===== src/rtl/wb_bus_pkg.sv =====
// Shared types and helpers for the Wishbone shared-bus interconnect.
package wb_bus_pkg;

  localparam int unsigned MAX_AW       = 64;
  localparam int unsigned MAX_SEL_BITS = 8;

  typedef enum logic [0:0] {
    IDLE  = 1'b0,
    OWNED = 1'b1
  } state_t;

  typedef struct packed {
    logic                    mapped;
    logic [MAX_SEL_BITS-1:0] idx;
  } dec_t;

  // Timeout counter must hold values 0..timeout_cyc.
  function automatic int unsigned cnt_width(input int unsigned timeout_cyc);
    int unsigned w;
    w = $clog2(timeout_cyc + 1);
    return (w == 0) ? 1 : w;
  endfunction

  // Slave index is the top sel_bits of the address; mapped when below num_slaves.
  function automatic dec_t slave_decode(input logic [MAX_AW-1:0] adr,
                                        input int unsigned      aw,
                                        input int unsigned      sel_bits,
                                        input int unsigned      num_slaves);
    logic [MAX_AW-1:0] field;
    dec_t              d;
    field    = (adr >> (aw - sel_bits)) & ((MAX_AW'(1) << sel_bits) - MAX_AW'(1));
    d.idx    = MAX_SEL_BITS'(field);
    d.mapped = (field < MAX_AW'(num_slaves));
    return d;
  endfunction

endpackage


===== src/rtl/wb_rr_arbiter.sv =====
// Combinational N-way round-robin arbiter; search starts just after ptr.
module wb_rr_arbiter #(
  parameter int unsigned N  = 2,
  parameter int unsigned PW = (N > 1) ? $clog2(N) : 1
) (
  input  logic [N-1:0]  req,
  input  logic [PW-1:0] ptr,
  output logic [N-1:0]  grant
);

  logic          found;
  logic [PW-1:0] idx;

  always_comb begin
    grant = '0;
    found = 1'b0;
    idx   = '0;
    for (int unsigned i = 1; i <= N; i++) begin
      idx = PW'((32'(ptr) + i) % N);
      if (!found && req[idx]) begin
        grant[idx] = 1'b1;
        found      = 1'b1;
      end
    end
  end

endmodule


===== src/rtl/wb_shared_bus.sv =====
// Wishbone shared-bus interconnect: round-robin ownership, upper-bit address
// decode, error on unmapped addresses and a per-transfer timeout watchdog.
module wb_shared_bus
  import wb_bus_pkg::*;
#(
  parameter int unsigned NUM_MASTERS = 2,
  parameter int unsigned NUM_SLAVES  = 4,
  parameter int unsigned AW          = 32,
  parameter int unsigned DW          = 32,
  parameter int unsigned SEL_BITS    = 4,
  parameter int unsigned TIMEOUT_CYC = 255
) (
  input  logic                            clk_i,
  input  logic                            rst_i,
  input  logic [NUM_MASTERS*AW-1:0]       m_adr_i,
  input  logic [NUM_MASTERS*DW-1:0]       m_dat_i,
  input  logic [NUM_MASTERS*(DW/8)-1:0]   m_sel_i,
  input  logic [NUM_MASTERS-1:0]          m_we_i,
  input  logic [NUM_MASTERS-1:0]          m_cyc_i,
  input  logic [NUM_MASTERS-1:0]          m_stb_i,
  output logic [DW-1:0]                   m_dat_o,
  output logic [NUM_MASTERS-1:0]          m_ack_o,
  output logic [NUM_MASTERS-1:0]          m_err_o,
  output logic [NUM_MASTERS-1:0]          m_rty_o,
  output logic [AW-1:0]                   s_adr_o,
  output logic [DW-1:0]                   s_dat_o,
  output logic [(DW/8)-1:0]               s_sel_o,
  output logic                            s_we_o,
  output logic [NUM_SLAVES-1:0]           s_cyc_o,
  output logic [NUM_SLAVES-1:0]           s_stb_o,
  input  logic [NUM_SLAVES*DW-1:0]        s_dat_i,
  input  logic [NUM_SLAVES-1:0]           s_ack_i,
  input  logic [NUM_SLAVES-1:0]           s_err_i,
  input  logic [NUM_SLAVES-1:0]           s_rty_i,
  output logic [NUM_MASTERS-1:0]          grant_o,
  output logic                            busy_o
);

  localparam int unsigned SW  = DW / 8;
  localparam int unsigned MPW = (NUM_MASTERS > 1) ? $clog2(NUM_MASTERS) : 1;
  localparam int unsigned SIW = (NUM_SLAVES > 1) ? $clog2(NUM_SLAVES) : 1;
  localparam int unsigned CW  = cnt_width(TIMEOUT_CYC);

  state_t                 state_q, state_d;
  logic [NUM_MASTERS-1:0] grant_q, grant_d, arb_grant;
  logic [MPW-1:0]         rr_ptr_q, rr_ptr_d, gidx;
  logic                   err_q, err_d;
  logic [CW-1:0]          cnt_q, cnt_d;

  logic                   owned, g_cyc, g_stb, g_we, mapped;
  logic [AW-1:0]          g_adr;
  logic [DW-1:0]          g_dat;
  logic [SW-1:0]          g_sel;
  logic [SIW-1:0]         sidx;
  logic                   sl_ack, sl_err, sl_rty, stb_act, resp;
  dec_t                   dec;

  wb_rr_arbiter #(
    .N  (NUM_MASTERS),
    .PW (MPW)
  ) u_arb (
    .req   (m_cyc_i),
    .ptr   (rr_ptr_q),
    .grant (arb_grant)
  );

  // State register
  always_ff @(posedge clk_i or posedge rst_i) begin
    if (rst_i) begin
      state_q  <= IDLE;
      grant_q  <= '0;
      rr_ptr_q <= MPW'(NUM_MASTERS - 1);
      err_q    <= 1'b0;
      cnt_q    <= '0;
    end else begin
      state_q  <= state_d;
      grant_q  <= grant_d;
      rr_ptr_q <= rr_ptr_d;
      err_q    <= err_d;
      cnt_q    <= cnt_d;
    end
  end

  // Owner index and its request signals
  always_comb begin
    gidx = '0;
    for (int unsigned k = 0; k < NUM_MASTERS; k++) begin
      if (grant_q[k]) gidx = MPW'(k);
    end
  end

  assign owned  = (state_q == OWNED);
  assign g_cyc  = owned & m_cyc_i[gidx];
  assign g_stb  = owned & m_stb_i[gidx];
  assign g_we   = owned & m_we_i[gidx];
  assign g_adr  = owned ? m_adr_i[gidx*AW +: AW] : '0;
  assign g_dat  = owned ? m_dat_i[gidx*DW +: DW] : '0;
  assign g_sel  = owned ? m_sel_i[gidx*SW +: SW] : '0;
  assign dec    = slave_decode(MAX_AW'(g_adr), AW, SEL_BITS, NUM_SLAVES);
  assign mapped = owned & dec.mapped;
  assign sidx   = SIW'(dec.idx);

  // Next-state: grab on any request, release when the owner drops cyc
  always_comb begin
    state_d  = state_q;
    grant_d  = grant_q;
    rr_ptr_d = rr_ptr_q;
    case (state_q)
      IDLE: begin
        if (|m_cyc_i) begin
          state_d = OWNED;
          grant_d = arb_grant;
        end
      end
      OWNED: begin
        if (!g_cyc) begin
          state_d  = IDLE;
          grant_d  = '0;
          rr_ptr_d = gidx;
        end
      end
      default: state_d = IDLE;
    endcase
  end

  // Output muxing and response routing
  always_comb begin
    s_adr_o = g_adr;
    s_dat_o = g_dat;
    s_sel_o = g_sel;
    s_we_o  = g_we;
    s_cyc_o = '0;
    s_stb_o = '0;
    sl_ack  = 1'b0;
    sl_err  = 1'b0;
    sl_rty  = 1'b0;
    m_dat_o = '0;
    if (mapped) begin
      s_cyc_o[sidx] = g_cyc;
      s_stb_o[sidx] = g_cyc & g_stb & ~err_q;
      sl_ack        = g_cyc & s_ack_i[sidx];
      sl_err        = g_cyc & s_err_i[sidx];
      sl_rty        = g_cyc & s_rty_i[sidx];
      m_dat_o       = s_dat_i[sidx*DW +: DW];
    end
    m_ack_o = grant_q & {NUM_MASTERS{sl_ack}};
    m_err_o = grant_q & {NUM_MASTERS{sl_err | err_q}};
    m_rty_o = grant_q & {NUM_MASTERS{sl_rty}};
  end

  assign stb_act = g_cyc & g_stb;
  assign resp    = sl_ack | sl_err | sl_rty;

  // Error pulse generation: unmapped strobe or watchdog expiry
  always_comb begin
    err_d = 1'b0;
    cnt_d = '0;
    if (stb_act && !err_q) begin
      if (!mapped) begin
        err_d = 1'b1;
      end else if (!resp) begin
        if (cnt_q == CW'(TIMEOUT_CYC)) err_d = 1'b1;
        else                           cnt_d = cnt_q + CW'(1);
      end
    end
  end

  assign grant_o = grant_q;
  assign busy_o  = owned;

endmodule

===== config.mk =====
export PLATFORM = sky130hd
export DESIGN_NAME = wb_shared_bus
export DESIGN_NICKNAME = d
export VERILOG_FILES = /design/src/rtl/wb_bus_pkg.sv /design/src/rtl/wb_rr_arbiter.sv /design/src/rtl/wb_shared_bus.sv
export SDC_FILE = /design/constraint.sdc
export NUM_CORES = 1
export LEC_CHECK = 0
export BUFFER_PORTS_ARGS = -buffer_cell sky130_fd_sc_hd__clkbuf_2
export CAP_MARGIN = 5
export CELL_PAD_IN_SITES_DETAIL_PLACEMENT = 1
export CELL_PAD_IN_SITES_GLOBAL_PLACEMENT = 1
export CORE_AREA = 2 2 156 158
export CTS_BUF_LIST = sky130_fd_sc_hd__clkbuf_16
export DETAILED_ROUTE_END_ITERATION = 16
export DIE_AREA = 0 0 158 160
export HOLD_SLACK_MARGIN = 0.03
export PLACE_DENSITY = 0.69
export SETUP_SLACK_MARGIN = 0.2
export SLEW_MARGIN = 20
export SYNTH_ARGS = -nofsm -noshare
export SYNTH_HDL_FRONTEND = slang
export SYNTH_SLANG_ARGS = --single-unit

===== constraint.sdc =====
create_clock -name clk_i -period 1.75 [get_ports clk_i]
set_input_delay 0.0875 -clock clk_i [delete_from_list [all_inputs] [get_ports clk_i]]
set_output_delay 0.0875 -clock clk_i [all_outputs]
set_load 0.02 [all_outputs]

Word level (Yosys, flattened, before mapping)
Cells that the tools add are included.
{"block": "word_totals", "reg_bits": 13, "out_inout_bits": 118}
{"block": "classes", "n_shift": 4, "bitwise_logic": 21, "eq_ne": 3, "order_cmp": 8, "add_sub_neg": 3, "mux": 49, "n_reduce_logical": 10}
{"op": "$shiftx 128x8->32", "n": 1}
{"op": "$shiftx 64x7->32", "n": 2}
{"op": "$mux 32", "n": 3}
{"op": "$mux 8", "n": 4}
{"op": "$mux 1", "n": 27}
{"op": "$mux 4", "n": 3}
{"op": "$and 1x1->1", "n": 9}
{"op": "$add 8x1->8 const B", "n": 1}
{"op": "$and 4x4->4", "n": 2}
{"op": "$eq 8x8->1 const B", "n": 1}
{"op": "$mux 2", "n": 4}
{"op": "$shiftx 8x4->4", "n": 1}
{"op": "$and 2x2->2", "n": 3}
{"op": "$bmux 1 s2", "n": 3}
{"op": "$lt 1x2->1 const B", "n": 3}
{"op": "$logic_and 1x1->1", "n": 5}
{"op": "$lt 4x3->1 const B", "n": 1}
{"op": "$ne 2x2->1 const B", "n": 2}
{"op": "$pmux 2 s2", "n": 1}
{"op": "$reduce_and 2->1", "n": 2}
{"op": "$lt 2x3->1 const B", "n": 1}
{"op": "$not 1->1", "n": 3}
{"op": "$or 1x1->1", "n": 3}
{"op": "$add 1x1->1 const B", "n": 2}
{"op": "other kinds (8)", "n": 11}

Longest topological paths before layout
Gate-level depths: netlist (run 1).
{"block": "logic_depth", "depth_word": 12, "mapped_depth": 8}

Modules after synthesis
Synthesis (run 1) repeated with hierarchy kept, for this count alone.
{"block": "hier_totals", "hier_cells": 341, "hier_area_um2": 2970.3}
{"module": "wb_shared_bus", "cells_per_inst": 338, "area_per_inst_um2": 2951.6, "seq_area_each_um2": 326.6, "n_inst": 1}
{"module": "wb_rr_arbiter", "cells_per_inst": 3, "area_per_inst_um2": 18.8, "seq_area_each_um2": 0.0, "n_inst": 1}

Worst setup path after synthesis (run 1)
No wires, ideal clock.
{"block": "synth_path", "path_type": "reg2out", "start": "register grant_q[1], in the netlist grant_o[1]", "end": "output port m_dat_o[10]", "path_buffers": 2, "arrival_ns": 1.941, "setup_slack_ns": -0.279, "t_required_ns": 1.662, "path_stages_with_launch": 7, "path_cell_list": "dfrtp_1 > buf_6 > mux2_4 > nand2_4 > buf_4 > mux4_2 > nor2b_1"}
{"block": "synth_via", "elab_chain_cells": 6, "elab_cells_between_ends": 7, "classes_between": "order compare: 1; shift: 2; mux: 3; bitwise: 1"}
{"element": "start: declaration", "line": "wb_shared_bus.sv:45", "text": "logic [NUM_MASTERS-1:0] grant_q, grant_d, arb_grant;"}
{"element": "start signal: assignment", "line": "wb_shared_bus.sv:77", "text": "grant_q <= grant_d;"}
{"element": "$mux 1 (*)", "line": "wb_shared_bus.sv:88", "text": "if (grant_q[k]) gidx = MPW'(k);"}
{"element": "$shiftx 64x7->32 (*)", "line": "wb_shared_bus.sv:96", "text": "assign g_adr = owned ? m_adr_i[gidx*AW +: AW] : '0;"}
{"element": "$mux 32 (*)", "line": "wb_shared_bus.sv:96"}
{"element": "branches (longest 2 deep; another with $shiftx 128x8->32)"}
{"element": "$mux 32 (*)", "line": "wb_shared_bus.sv:138", "text": "if (mapped) begin"}
{"element": "end: declaration", "line": "wb_shared_bus.sv:21", "text": "output logic [DW-1:0] m_dat_o,"}
Every way passes the cells marked *.

Final worst setup path (run 1)
{"block": "layout_path", "start": "register grant_q[1], in the netlist grant_o[1]", "end": "output port m_dat_o[22]"}
Same word-level chain as after synthesis.

==> run metrics, run 1 <==
NetSw=2.622 mW; DR WL/cell=between 15 and 20 µm; switching share of power=43.08%; crit path time final=2.287 ns; Leak=3.590 nW; share of cells above drive strength 1=about three quarters; initial antenna violation count=9; Setup Skew=approximately 0.0027 ns; Starting DRT DRC Count=121; Vias/cell=4.129; critical path class=reg2out; DRC=0; cells after synthesis=341; CTS max path bufs=2; first-pass GRT wire length=between 20000 and 30000 µm; total gr overflow=0; num ports=402; Max-Cap Viols=0; Reg power frac=6.7%; Row Count=57; count of cell types in the netlist=44; Top cell by count, worst path=buf_8; Worst path max stage delay=0.52 ns; peak supply drop=0.0003222 V; largest family of logic cells by synthesized area=multiplexers; starting density of the core=approximately 12%; Vias=about 4600; PnR worst setup slack=-0.5368 ns; P&R area growth vs syn=141.2%; Synth Area in Adders=0.4239%; flops & latches, synth=13; Final #Nets=about 1100; Post-Synth XOR/XNOR Area=1.780%; Slew @ Worst Pin=0.5544 ns; Main synth FF type=dfrtp_1; CP cell instances=mux2_4 > nand2_8 > buf_8 > mux4_2 > nor2b_4 > buf_8; final-report setup violation count=92; WP data required=between 1.5 and 2 ns; Async SR Flop Fraction=100.0%; gr usage total=14.95%; Reg2Reg Setup Slack=-0.39 ns; Crit path buffers/inverters=2; CP top delay family=multiplexers; status=finished with violations; vias in the first global route=about 4900; Clk network pwr share=7.0%; die width=158 µm; main area contributors after synthesis=mux4_2 24%, mux2i_1 24%, dfrtp_1 10%, nor2_1 9.9%, nor2b_1 7.0%; Die Span Y=160 µm; Post-synth top cells=78 x nor2_1, 70 x mux2i_1, 33 x nor2b_1, 32 x mux4_2; Post-Synth Simple-Gate Area=25.69%; final wirelength=21150 µm; Final Cycle Share=130.7%; crit end category=primary output; GP Congestion=0.7914; IO Port Bufs=401; failing checks=negative setup slack; Post-Synthesis Net Count=626; post-synthesis sequential area ratio=between 10 and 15%; H-tree depth=1; Comb pwr share=roughly 86%; clk_lat worst skew=between 0.2 and 0.25 ns; RSZ-0062 raised after global routing=yes; largest net degree at the start of global routing=66; Data arrival, critical path=2.20 ns; fin util=29.89%; clk root buf=clkbuf_16; crit path max-delay cell type=mux4_2; Synth Area in Compound Gates=5.935%; Synth top area share=24.42%; TritonCTS Sinks=13; Synth area leader=mux4_2; Final Hold Viols=0; synthesized area per cell=8.656 µm²; Core Box Area=0.02382 mm²; DR pass1 iterations=4; EDFF count, synth=0; Synth Warn #=0; count leader, synth=nor2_1; CTS tree=yes; relative slew slack=63.00%; crit path launch type=register; synthesized cell area=0.002952 mm²; total power=~6.1 mW; die area=between 0.02 and 0.03 mm²; Placed Cells incl. Taps=1073; Non-Filler Instances=1109; DP HPWL=17060 µm; mux contribution to synthesized area=49.43%; CTS Buf Count=3; worst slack at placement=-0.3623 ns; Worst Hold Class=in2reg; PwrDens=854.7 mW/mm²; Power Internal=3.464 mW; clock-pin slew on the worst setup and hold paths=around 0.050 ns; Fmax=0.4373 GHz; max-slew violation count=0; post-route ant nets=0; crit-path max FO=8
[sequential cells by signal (all words and copies together), names as in the netlist]
signal,count
cnt_q,8
err_q,1
grant_o,2
rr_ptr_q,1
busy_o,1
[final timing paths]
kind | from | depth (start not counted) | to
setup / recovery | grant_o[1] | 6 | m_dat_o[22]
hold / removal | m_cyc_i[0] | 3 | rr_ptr_q
setup reg to reg | grant_o[1] | 9 | cnt_q[1]
hold reg to reg | rr_ptr_q | 2 | rr_ptr_q
max in group asynchronous | rst_i | 3 | grant_o[1]
min in group asynchronous | rst_i | 3 | grant_o[0]
[power groups by stage]
| stage | combinational [mW] | clock [mW] | sequential [mW] |
|---|---|---|---|
| finish | 5.25 | 0.425 | 0.408 |
| global placement | 3.92 | 0 | 0.410 |
| floorplan | 2.68 | 0 | 0.389 |
| global route | 5.56 | 0.453 | 0.420 |
| CTS | 4.84 | 0.437 | 0.408 |
| detailed placement | 3.97 | 0 | 0.412 |
[worst min-delay path: stages]
cell and delay, ns:
clkbuf_2 0.14, o21ai_0 0.08, nand2_1 0.06
[routing by layer]
layer  share of wire (%)  vias to the layer above  track usage (%)
li1                    -                     2132                -
met1                  36                     2179            15.26
met2                  55                      252            30.06
met3                 8.2                       14            3.121
met4                 1.4                        2            3.849
met5               0.033                        -                0
[cell type report]
| type | count | area (µm²) |
|---|---|---|
| antenna | 6 | 15.01 |
| timing repair buffer | 464 | 3277 |
| fill | 2915 | 16700 |
| inverter | 5 | 30.03 |
| tap | 324 | 405.4 |
| clock inverter | 1 | 3.754 |
| sequential | 13 | 331.6 |
| clock buffer | 3 | 75.07 |
| multi-input combinational | 293 | 2983 |
[stage by stage]
stage	cell area (µm²)	TNS, ns	hold WS [ns]
after floorplan	3361	-3.513	-0.03632
after global placement	5937	-13.14	0.1454
after detailed placement	5937	-13.92	0.1471
final	7121	-28.43	0.1577
after CTS	6674	-26.94	0.1623
after global routing	7116	-35.32	0.1974
[cell families after synthesis]
kind of cell	Yosys count
adders and majority gates	1
muxes	104
buffers and inverters	35
xor gates and xnor gates	6
DFF	13
and+or+nand+nor	158
AOI/OAI and AO/OA	24
[layout by cell type (no fill, tap or decap), types with 9 or more instances in the layout]
cell      instances
buf_2            11
dfrtp_1          10
buf_8             9
buf_4            78
clkbuf_2        308
mux4_2           32
buf_12           10
nand2_1          11
mux2i_2           9
mux2i_1          57
nor2b_4          32
buf_6            28
nor2_1           74
[repair_timing]
action,in CTS,in global routing
gates resized for setup,94,175
setup buffers,6,7
setup endpoints to repair,122,125
hold buffers,1,0
gates cloned,9,3
endpoints found under the hold margin,12,0
pin swaps,10,12
No activity file was read; power rests on OpenSTA's default activity.
==> run 2: changes to the inputs <==
--- a/config.mk
+++ b/config.mk
@@ -15,7 +15,7 @@
 export DIE_AREA = 0 0 158 160
 export HOLD_SLACK_MARGIN = 0.03
 export PLACE_DENSITY = 0.69
-export SETUP_SLACK_MARGIN = 0.2
+export SETUP_SLACK_MARGIN = 0.02
 export SLEW_MARGIN = 20
 export SYNTH_ARGS = -nofsm -noshare
 export SYNTH_HDL_FRONTEND = slang
==> run 2 against run 1 <==
- the run still ends with negative setup slack left
- clock power barely moved
- fmax rose by 0.97%
- non-clock buffer count fell by 14
- hold slack got worse by 0.0072 ns
- first-iteration DRC count rose by 6.6%
- sequential share of layout area rose by 0.35 points
==> run metrics, run 2 (synthesis results as in run 1) <==
Max-Cap Viols=0; RR Endpoint=cnt_q[1]; Setup Skew=0.003219 ns; Die Span Y=160 µm; Starting DRT DRC Count=129; failing checks=negative setup slack; hold path endpoint=rr_ptr_q; Slew @ Worst Pin=0.5336 ns; most common cell after layout, fill and taps aside=clkbuf_2; minimum hold slack=about 0.15 ns; Worst Hold Class=in2reg; status=finished with violations; Placed Cells incl. Taps=1072; crit path time final=roughly 2.3 ns; die area=0.02528 mm²; critical path class=reg2out; Largest register FFs=8; gr usage total=14.80%; initial antenna violation count=3; Final Cycle Share=129.4%; total power=5.412 mW; clk_lat worst skew=0.24 ns; Reg2Reg Setup Slack=-0.39 ns; Vias=4486; DR pass1 iterations=4; worst hold path stage count=3; clock-pin slew on the worst setup and hold paths=0.05 ns; worst setup path start=grant_o[1]; P&R area growth vs syn=123.7%; DP HPWL=~17000 µm; final-report setup violation count=90; starting density of the core=approximately 12%; final wirelength=20420 µm; Worst path max stage delay=roughly 0.50 ns; Leak=3.425 nW; Data arrival, critical path=around 2.2 ns; Vias/cell=4.112; IO Port Bufs=401; crit-path max FO=8; DR WL/cell=roughly 19 µm; num ports=about 400; largest net degree at the start of global routing=72; hold path startpoint=m_cyc_i[0]; dpl cell area=0.005896 mm²; CP cell instances=mux2_4 > nand2_8 > clkbuf_16 > mux4_2 > nor2b_4 > buf_8; PnR worst setup slack=-0.5148 ns; DRC=0; GP Congestion=0.7866; crit path max-delay cell type=dfrtp_4; die width=around 160 µm; first-pass GRT wire length=between 20000 and 30000 µm; share of cells above drive strength 1=72.94%; CTS tree=yes; CTS max path bufs=2; max-slew violation count=0; worst slack at placement=-0.3162 ns; WP data required=1.66 ns; post-route ant nets=0; crit path launch type=register; Core Box Area=0.02382 mm²; final instance area=0.006601 mm²; Final Hold Viols=0; relative slew slack=64.39%; Final #Nets=~1100; total gr overflow=0; Row Count=57; TritonCTS Sinks=13; most frequent cells in the layout=365 x clkbuf_2, 77 x nor2_1, 64 x mux2i_1, 32 x mux4_2, 32 x nor2b_4; Fmax=between 0.4 and 0.5 GHz; crit end category=primary output; CTS Buf Count=3; vias in the first global route=4788; worst reg2reg path depth=8; Biggest register=cnt_q; clk root buf=clkbuf_16; PwrDens=819.8 mW/mm²; RSZ-0062 raised after global routing=yes; Non-Filler Instances=around 1100; H-tree depth=1; peak supply drop=0.0003180 V; worst flop-to-flop path startpoint=grant_o[1]
run 2: how the worst max path moves through the flow:
stage,to,depth (start not counted)
6_report,m_dat_o[12],6
5_1_grt,s_cyc_o[1],8
4_1_cts,m_dat_o[12],6
3_5_place_dp,err_q,6
3_3_place_gp,m_dat_o[28],6
2_1_floorplan,m_dat_o[10],6
run 2: final cells by class:
type	count	area (µm²)
clock inverter	1	3.754
clock buffer	3	75.07
timing repair buffer	450	2845
multi-input combinational	293	2902
sequential	13	330.3
inverter	5	35.03
antenna	2	5.005
tap	324	405.4
fill	2924	17220
run 2: through the flow:
| stage | setup TNS, ns | util [%] |
|---|---|---|
| after CTS | -34.00 | 26.56 |
| after detailed placement | -14.39 | 24.75 |
| after global routing | -37.17 | 27.69 |
| after floorplan | -3.660 | - |
| after global placement | -13.30 | 24.75 |
| final | -28.25 | 27.71 |
run 2: what timing repair did:
action,CTS,global route
setup endpoints to repair,124,124
hold endpoints to repair,12,0
gates resized for setup,46,82
pin swaps,9,2
setup buffers,4,1
hold buffers,1,0
cloned,4,3
run 2: power by group:
group / internal [mW] / total, mW / switching, mW
Clock: 0.301 / 0.425 / 0.124
Combinational: 2.25 / 4.59 / 2.34
Sequential: 0.350 / 0.394 / 0.0440
Total: 2.90 / 5.41 / 2.51
run 2: metal layers:
| metal | up-vias | global-route usage, % | part of all wire (%) |
|---|---|---|---|
| met3 | 14 | 2.768 | 8.5 |
| met1 | 2121 | 16.09 | 36 |
| met2 | 261 | 30.10 | 54 |
| met4 | 2 | 1.147 | 0.86 |
| li1 | 2088 | - | - |
| met5 | - | 0 | 0.098 |
run 2: critical path, delay by kind of cell (launching register included):
| kind | cells | cell delay [ns] |
|---|---|---|
| muxes | 2 | 0.86 |
| buffers and inverters | 2 | 0.30 |
| and+or+nand+nor | 2 | 0.26 |
| DFF | 1 | 0.50 |
==> run 3: changes to the inputs <==
--- a/config.mk
+++ b/config.mk
@@ -13,8 +13,10 @@
 export CTS_BUF_LIST = sky130_fd_sc_hd__clkbuf_16
 export DETAILED_ROUTE_END_ITERATION = 16
 export DIE_AREA = 0 0 158 160
+export GPL_ROUTABILITY_DRIVEN = 0
 export HOLD_SLACK_MARGIN = 0.03
 export PLACE_DENSITY = 0.69
+export REMOVE_ABC_BUFFERS = 1
 export SETUP_SLACK_MARGIN = 0.02
 export SLEW_MARGIN = 20
 export SYNTH_ARGS = -nofsm -noshare
==> run 3 against run 2 <==
- the run still ends with negative setup slack left
- cell area up 4.2%
- global-route usage grew 0.58 points
- clock skew decreased by 0.0014 ns
- die area did not move
- sequential share of layout area is 0.18 points lower
- sequential cell count is the same
- via count is 2.2% higher
- non-clock buffer count increased by 20
- utilization is 1.2 points higher
- final cell count is 2.2% higher
- first-iteration DRC count rose by 3.9%
==> run metrics, run 3 (synthesis results as in run 1) <==
status=finished with violations; failing checks=negative setup slack; clock-pin slew on the worst setup and hold paths=0.05 ns; crit-path max FO=7; most frequent cells in the layout=292 x clkbuf_2, 117 x buf_4, 74 x nor2_1, 62 x mux2i_1, 32 x mux4_2; die area=between 0.02 and 0.03 mm²; RR Endpoint=cnt_q[1]; crit end category=primary output; H-tree depth=1; Worst Hold Class=in2reg; dpl cell area=roughly 0.0055 mm²; post-route ant nets=0; Row Count=57; RSZ-0062 raised after global routing=yes; Starting DRT DRC Count=roughly 130; worst slack at placement=-0.4183 ns; DRC=0; Final #Nets=1071; vias in the first global route=between 4000 and 5000; hold path endpoint=grant_o[1]; relative slew slack=60.68%; most common cell after layout, fill and taps aside=clkbuf_2; crit path launch type=register; Filler cells=approximately 3000; met3 Use GR=3.229%; Max-Cap Viols=0; TritonCTS Sinks=13; met1 Track Usage GR=14.87%; gr usage total=roughly 15%; IO Port Bufs=around 400; largest net degree at the start of global routing=52; first-pass GRT wire length=28770 µm; Data arrival, critical path=2.23 ns; Final Cycle Share=132.5%; CTS tree=yes; worst hold path stage count=3; final wirelength=21670 µm; final-report setup violation count=124; Slew @ Worst Pin=0.5853 ns; GRT met2 Usage=31.92%; gr busiest metal=met2; PwrDens=872.5 mW/mm²; multi-input logic area=0.002761 mm²; hold path startpoint=m_cyc_i[1]; total gr overflow=0; Core Box Area=roughly 0.024 mm²; crit path time final=2.320 ns; clk root buf=clkbuf_16; CTS max path bufs=2; Leak=3.498 nW; DR pass1 iterations=4; Largest register FFs=8; Final Hold Viols=0; P&R area growth vs syn=133.0%; Setup Skew=0.001779 ns; die width=about 160 µm; starting density of the core=12.39%; DR WL/cell=roughly 19 µm; clk_lat worst skew=0.25 ns; CTS Buf Count=3; initial antenna violation count=7; Non-Filler Instances=1115; Vias=4584; PnR worst setup slack=-0.5696 ns; DP HPWL=16810 µm; num ports=402; Placed Cells incl. Taps=1065; Fmax=0.4311 GHz; worst reg2reg path depth=9; Vias/cell=slightly above 4; critical path class=reg2out; Reg2Reg Setup Slack=-0.40 ns; Die Span Y=160 µm; share of cells above drive strength 1=between 70 and 80%; register area=~330 µm²; worst flop-to-flop path startpoint=grant_o[1]; max-slew violation count=0; WP data required=1.66 ns; final instance area=0.006877 mm²; Biggest register=cnt_q; peak supply drop=0.0002741 V; fin util=28.87%
[run 3: cell types whose count changed in the layout (fill, tap and decap cells not counted), moves of 4 or more]
cell / before / now
buf_4: 31 / 117
clkbuf_2: 365 / 292
nor2b_4: 32 / 2
nor2b_1: 1 / 28
buf_2: 1 / 13
clkbuf_4: 8 / 1
buf_6: 24 / 18
buf_12: 4 / 8
diode_2: 2 / 6
nor2_2: 0 / 4
[run 3: metal layers]
layer / wire (µm) / part of all wire [%]
met1: 7350 / 34
met2: 12050 / 56
met3: 1740 / 8.0
met4: 518 / 2.4
met5: 13 / 0.060
[run 3: worst max-delay path: stages (launching register included)]
cell and delay (ns):
dfrtp_4 0.51, mux2_4 0.35, nand2_8 0.15, buf_16 0.15
mux4_2 0.50, nor2b_1 0.16, buf_2 0.17
[run 3: worst max path at each step]
| stage | depth (start not counted) | from | end |
|---|---|---|---|
| 2_1_floorplan | 5 | grant_o[1] | m_err_o[0] |
| 3_3_place_gp | 6 | grant_o[1] | err_q |
| 3_5_place_dp | 7 | grant_o[1] | cnt_q[7] |
| 4_1_cts | 6 | grant_o[1] | m_dat_o[3] |
| 5_1_grt | 6 | grant_o[1] | m_dat_o[22] |
| 6_report | 6 | grant_o[1] | m_dat_o[22] |
[run 3: timing repair]
action / 4_1_cts / 5_1_grt
hold buffers: 1 / 0
endpoints found under the setup margin: 124 / 125
cloned: 10 / 2
gates resized for setup: 142 / 168
buffers inserted: 14 / 16
endpoints found under the hold margin: 12 / 0
pin swaps: 20 / 15
[run 3: area by class of cell]
type / count / share of cell area [%]
clock inverter: 1 / 0.05459
antenna: 6 / 0.2183
tap: 324 / 5.895
sequential: 13 / 4.822
clock buffer: 3 / 1.092
timing repair buffer: 470 / 47.33
inverter: 5 / 0.4367
multi-input combinational: 293 / 40.16
[run 3: report_power, final]
part           internal [mW]  total [mW]  switching (mW)
Sequential             0.351       0.409          0.0582
Combinational           2.73        5.14            2.41
Clock                  0.303       0.452           0.149
[run 3: metrics by stage]
stage	hold slack (ns)	setup TNS, ns	total power, mW
floorplan	-0.03626	-273.33	2.726
global placement	0.1475	-13.41	3.999
detailed placement	0.1512	-15.90	4.048
CTS	0.1438	-37.71	5.597
global route	0.1925	-50.54	6.358
finish	0.1829	-41.93	6.000
